==> src/rtl/counter_clock_divider_pkg.sv <==
// Shared constants and helpers for the counter/clock-divider block:
// seven-segment patterns, DIV_COUNT legality and prescaler sizing.
package counter_clock_divider_pkg;

  // Active-low patterns, bit0=a .. bit6=g, indexed by hex digit.
  localparam logic [6:0] SEG_PATTERNS [16] = '{
    7'h40, 7'h79, 7'h24, 7'h30, 7'h19, 7'h12, 7'h02, 7'h78,
    7'h00, 7'h10, 7'h08, 7'h03, 7'h46, 7'h21, 7'h06, 7'h0E
  };

  localparam int unsigned DIV_COUNT_MAX = 32'd16777216;

  function automatic bit div_count_legal(input int unsigned n);
    return (n >= 1) && (n <= DIV_COUNT_MAX);
  endfunction

  function automatic int unsigned presc_width(input int unsigned n);
    return (n <= 1) ? 1 : $clog2(n);
  endfunction

endpackage

==> src/rtl/seven_seg_decoder.sv <==
// Hex digit to active-low seven-segment pattern, purely combinational.
module seven_seg_decoder
  import counter_clock_divider_pkg::*;
(
  input  logic [3:0] digit_i,
  output logic [6:0] seg_o
);

  assign seg_o = SEG_PATTERNS[digit_i];

endmodule

==> src/rtl/counter_clock_divider.sv <==
// Prescaler produces a one-cycle enable every DIV_COUNT clocks; a 4-bit
// digit advances on that enable and is shown on a seven-segment display.
module counter_clock_divider
  import counter_clock_divider_pkg::*;
#(
  parameter int unsigned DIV_COUNT = 5
) (
  input  logic       clk,
  input  logic       rst,
  output logic [6:0] display
);

  localparam int unsigned     PW         = presc_width(DIV_COUNT);
  localparam logic [PW-1:0]   PRESC_MAX  = PW'(DIV_COUNT - 1);

  if (!div_count_legal(DIV_COUNT)) begin : g_illegal_div_count
    $error("counter_clock_divider: DIV_COUNT out of range 1..2^24");
  end

  logic [PW-1:0] presc_q, presc_d;
  logic [3:0]    digit_q, digit_d;
  logic          tick;

  // tick is an enable, not a clock: every flop stays on clk.
  always_comb begin
    tick    = (presc_q == PRESC_MAX);
    presc_d = presc_q + PW'(1);
    digit_d = digit_q;
    if (tick) begin
      presc_d = '0;
      digit_d = digit_q + 4'd1;
    end
  end

  always_ff @(posedge clk) begin
    if (rst) begin
      presc_q <= '0;
      digit_q <= 4'd0;
    end else begin
      presc_q <= presc_d;
      digit_q <= digit_d;
    end
  end

  seven_seg_decoder u_decoder (
    .digit_i (digit_q),
    .seg_o   (display)
  );

endmodule

==> config.mk <==
export PLATFORM = sky130hd
export DESIGN_NAME = counter_clock_divider
export DESIGN_NICKNAME = d
export VERILOG_FILES = /design/src/rtl/counter_clock_divider_pkg.sv /design/src/rtl/seven_seg_decoder.sv /design/src/rtl/counter_clock_divider.sv
export SDC_FILE = /design/constraint.sdc
export NUM_CORES = 1
export LEC_CHECK = 0
export CORE_AREA = 8 8 45 47
export DETAILED_ROUTE_END_ITERATION = 10
export DIE_AREA = 0 0 53 55
export HOLD_SLACK_MARGIN = 0.08
export PLACE_DENSITY_LB_ADDON = 0.3
export RECOVER_POWER = 50
export SYNTH_ARGS = -nofsm -noshare
export SYNTH_HDL_FRONTEND = slang
export SYNTH_SLANG_ARGS = --single-unit
export TNS_END_PERCENT = 100
==> constraint.sdc <==
create_clock -name clk -period 2.4 [get_ports clk]
set_clock_uncertainty 0.15 [all_clocks]
set_input_delay 0.6 -clock clk [delete_from_list [all_inputs] [get_ports clk]]
set_output_delay 0.6 -clock clk [all_outputs]
set_load 0.03 [all_outputs]
==> reports/metrics.cfg, run 1 <==
[status]
status = completed

[clock_tree]
cts_sinks = 7
cts_buffer_depth = 2
worstSkewPairLatency_ns = 0.25
tritoncts = done
clkTransAtPathRegs_ns = 0.05
cts_hold_buf = 0
cts_made_buffers = 3
h-tree-depth = 1
root_buffer = clkbuf_4

[placement]
dpl_worst_slack_ns = -0.1698
io_buffers = 8
place_congestion = 0.7047
dp.cells = 98
post-dp-hpwl_um = 900.5

[setup_path]
cp.arrival_ns = 1.61
crit_required_ns = 1.65
path_class = register to output pin
cp-start-kind = register
endpoint_kind = output pin
critPathMaxFanout = 7

[timing]
tightestPinTransition_ns = 0.2406
rsz0062_at_grt = true
setup_viol = 0
period_minus_slack_ns = 2.362
fin_setup_tns_ns = 0
fin_ws_ns = 0.03839
hold_slack_ns = 0.3027
final.period_utilization_pct = 98.40
slew_headroom_pct = 83.91
max_freq_mhz = 423.4
drv_slew = 0
hold_violations = 0

[drt]
antenna_left = 0
via_per_inst = 5.078
dr.pass1.iters = 4
drc_errors = 0
wirelength_mm = 1.171
vias = 518
drt_iter0_drc = 3
wl_per_cell_um = 11.48

[grt]
antenna_found_initial = 0
track_usage_pct = 9.086
first_global_vias = 484
grt-ovfl-total = 0
grt_max_degree = 11
grt_pass1_wl_mm = 1.973

[synthesis]
ys_seq_area_share_pct = 25.28
synth.most_common_cell = ha_1
dominantRegCellSynth = dfxtp_1
synth_edf_count = 0
synth.cell_area_um2 = 554.3
syn_nets = 73
synth_warnings = 0
avgSynthCellArea_um2 = 8.940
synth_top_area_share_pct = 25.28
synthArstFlopShare_pct = 0
synth_area_leader_cell = dfxtp_1
yosysUniqueCellTypes = 24
ys_top_cells_by_area = dfxtp_1, ha_1, mux2i_1, nor2_1, mux4_1
syn_inst = 62
ys_ff_latch = 7
synth_commonest_cells = ha_1, nor2_1, dfxtp_1

[floorplanning]
die_w_um = 53
ios = 9
floorplan.die_area_um2 = 2915
die_y_um = 55
start_util_pct = 40.05
num_rows = 14
core-area_um2 = 1384

[flow_run]
drv_cap = 0

[hold_path]
hp-class = register to register

[final_layout]
syn_to_final_growth_pct = 43.34
fin_nets = 98
drive_gt1_share_pct = 40.70
fin_cells = 102
post-route-util_pct = 57.41
fillers = 143
diodes = 0

[power_and_ir_drop]
p_leak_nw = 0.3394
peakVddDrop_v = 0.0002362
p_per_area_nw_per_um2 = 345.9

[final timing paths]
path	cells past startpoint	slack, ns	startpoint	to
setup / recovery	4	0.04	digit_q[0]	display[3]
hold / removal	1	0.30	presc_q[0]	presc_q[0]
setup reg to reg	5	0.92	presc_q[0]	digit_q[3]
hold reg to reg	1	0.30	presc_q[0]	presc_q[0]
[logic make-up after synthesis]
family                   synth area share, %
AND/OR/NAND/NOR                        17.61
adder cells (fa/ha/maj)                20.32
multiplexers                           14.00
buffers and inverters                  6.996
AO/OA/AOI/OAI                          12.64
XOR/XNOR                               3.161
flip-flops                             25.28
[through the flow]
step / cell area (µm²) / power, mW
after floorplan: 554.3 / 0.1525
after CTS: 765.7 / 0.2780
after global placement: 730.7 / 0.1684
after global routing: 794.5 / 0.2904
after detailed placement: 730.7 / 0.1701
final: 794.5 / 0.2748
[power by group]
part	switching, mW	internal (mW)	leakage (nW)	total, mW
Sequential	0.00403	0.122	0.0580	0.126
Clock	0.0421	0.0634	0.0150	0.106
Combinational	0.0235	0.0200	0.266	0.0436
[layer usage]
| layer | vias up | global-route usage (%) | wire [µm] |
|---|---|---|---|
| met3 | 6 | 1.872 | 73 |
| met2 | 12 | 16.60 | 609 |
| met4 | 0 | 6.466 | 41 |
| li1 | 264 | - | - |
| met1 | 236 | 9.008 | 446 |
| met5 | - | 0 | 0 |
[sequential cells by signal (all words and copies together), names as in the netlist]
name,count
presc_q,3
digit_q,4
[cell type report]
type	instances	area (µm²)	area share (%)
Clock buffer	4	26.28	3.307
Inverter	6	22.52	2.835
Sequential cell	7	142.6	17.95
Timing Repair Buffer	22	183.9	23.15
Multi-Input combinational cell	47	399.1	50.24
Tap cell	16	20.02	2.520
[timing repair]
item                                    CTS  global route
gates resized for setup                  18            10
endpoints found under the setup margin    3             2
hold endpoints to repair                  0             0
setup buffers                             0             1
pin swaps                                 0             3
[worst max-delay path, stage by stage (launching register included)]
cell,delay (ns)
dfxtp_2,0.32
buf_6,0.13
ha_1,0.26
mux4_2,0.50
buf_6,0.15
[cell usage in the layout, fill, tap and decap left out]
master          n
mux2_2          1
nor2b_2         1
clkbuf_1        1
mux4_2          1
dfxtp_1         5
a32o_1          1
xnor2_1         1
mux2i_1         4
nand3_1         3
nand2_1         2
buf_2           1
nor2_1          8
or3b_1          1
ha_4            2
xor2_1          1
dfxtp_2         2
buf_6           5
inv_2           2
o21ai_0         2
a21oi_1         4
ha_1            7
a211oi_1        1
or3_1           1
a22o_1          2
clkbuf_4        4
dlygate4sd3_1   1
buf_4          14
inv_1           4
nor3b_1         1
nand2_2         1
and3b_2         1
o21ai_1         1
Power figures use the tool's default switching activity.
==> inputs of run 2 (changes only) <==
Settings changed: ABC_CLOCK_PERIOD_IN_PS set to 2200.
Clock period 2.4 ns to 2.2 ns, I/O delays scaled along.
==> run 2 against run 1 <==
Net effect: the run now ends with negative setup slack left; design area rose by 6.1%; worst setup slack got worse by 0.13 ns; routed wire length rose by 3.2%; sequential power rose by 9%; clock power rose by 11%; largest cell class unchanged; combinational power rose by 13%; critical endpoint is now display[0]; sequential cell count did not move; core utilization rose by 3.5 points; non-clock buffer count rose by 4; worst hold slack improved by 0.011 ns; critical path depth rose by 4.
==> reports/metrics.cfg, run 2 (synthesis results as in run 1) <==
[grt]
track_usage_pct = 9.534
antenna_found_initial = 0
grt-ovfl-total = 0
first_global_vias = 515
grt_pass1_wl_mm = 2.070
grt_max_degree = 11

[final_layout]
final_common_cell = buf_4
fin_cells = 106
final_cell_area_um2 = 843.3
syn_to_final_growth_pct = 52.14
drive_gt1_share_pct = 45.56
largest_reg_flops = 4
post-route-util_pct = 60.94
diodes = 0
fin_nets = 102
final_cell_mix = buf_4, nor2_1, buf_6, ha_1, dfxtp_1
top_regs = digit_q: 4 flops, presc_q: 3 flops
regMostFlops = digit_q

[drt]
wirelength_mm = 1.208
dr.pass1.iters = 4
via_per_inst = 4.849
drt_iter0_drc = 5
wl_per_cell_um = 11.40
vias = 514
antenna_left = 0
drc_errors = 0

[clock_tree]
root_buffer = clkbuf_4
cts_made_buffers = 3
cts_hold_buf = 0
cts_buffer_depth = 2
worstSkewPairLatency_ns = 0.25
cts_sinks = 7
tritoncts = done
clkTransAtPathRegs_ns = 0.06
h-tree-depth = 1

[timing]
setup_viol = 2
hold_violations = 0
drv_slew = 0
slew_headroom_pct = 83.88
fin_setup_tns_ns = -0.1783
rsz0062_at_grt = true
hold_slack_ns = 0.3134
max_freq_mhz = 436.6
final.period_utilization_pct = 104.1
tightestPinTransition_ns = 0.2411
period_minus_slack_ns = 2.290
fin_ws_ns = -0.09045

[floorplanning]
die_w_um = 53
die_y_um = 55
start_util_pct = 40.05
ios = 9
floorplan.die_area_um2 = 2915
num_rows = 14
core-area_um2 = 1384

[setup_path]
cp-start-kind = register
path_class = register to output pin
crit_required_ns = 1.50
reg2regPathDepth = 5
critPathMaxFanout = 4
cp.arrival_ns = 1.59
endpoint_kind = output pin
rrSetupSlack_ns = 0.73
cp_slowest_cell = or3b_1
cp_slowest_stage_delay_ns = 0.34
cp_common_cell = buf_6
worstPathCellList = inv_2 > buf_6 > ha_4 > buf_6 > nor2b_2 > or3b_1 > o21ai_1 > buf_4

[placement]
io_buffers = 8
post_dp_cell_area_um2 = 749.5
post-dp-hpwl_um = 928.9
dp.cells = 101
place_congestion = 0.7243
dpl_worst_slack_ns = -0.2862

[power_and_ir_drop]
p_per_area_nw_per_um2 = 360.9
p_total_mw = 0.3044
peakVddDrop_v = 0.0002790
p_leak_nw = 0.3605

[hold_path]
holdPathStages = 1
hp-class = register to register

[status]
violations = negative setup slack
status = finished, violations left

[flow_run]
drv_cap = 0

-- run 2: changes by cell type in the layout (fill, tap and decap cells not counted), sizes merged --
cell           previous run  this run
clkbuf                    5         4
buf                      20        25
clkdlybuf4s50             0         1
dlygate4sd3               1         0
-- run 2: cell type report --
class / count / area [µm²]
fillers: 129 / 540.5
well taps: 16 / 20.02
flip-flops and latches: 7 / 142.6
inverters: 6 / 22.52
clock buffers: 4 / 26.28
multi-input cells: 47 / 411.6
repair buffers: 26 / 220.2
-- run 2: layer usage --
layer	vias up	part of all wire (%)	global-route usage, %
met2	9	50	17.77
met4	0	2.7	6.466
met5	-	0	0
met3	5	5.4	2.674
li1	270	-	-
met1	230	42	8.882
-- run 2: worst max-delay path, delay by kind of cell, from the launching register on --
kind                       cells  cell delay, ns
and+or+nand+nor                2            0.37
AOI/OAI and AO/OA              1            0.08
DFF                            1            0.32
adders and majority gates      1            0.13
buffers and inverters          4            0.44
-- run 2: final timing paths --
kind,from,end
hold reg to reg,presc_q[0],presc_q[0]
hold / removal,presc_q[0],presc_q[0]
setup reg to reg,presc_q[0],digit_q[3]
setup / recovery,digit_q[1],display[0]
-- run 2: report_power, final --
group          leakage (nW)  switching (mW)  internal, mW
Clock                0.0150          0.0484        0.0693
Sequential           0.0580         0.00462         0.133
Combinational         0.288          0.0254        0.0239
-- run 2: timing repair --
item / CTS / global route
cloned: 0 / 0
endpoints found under the setup margin: 5 / 6
resized for setup: 30 / 2
pin swaps: 2 / 1
buffers inserted: 1 / 0
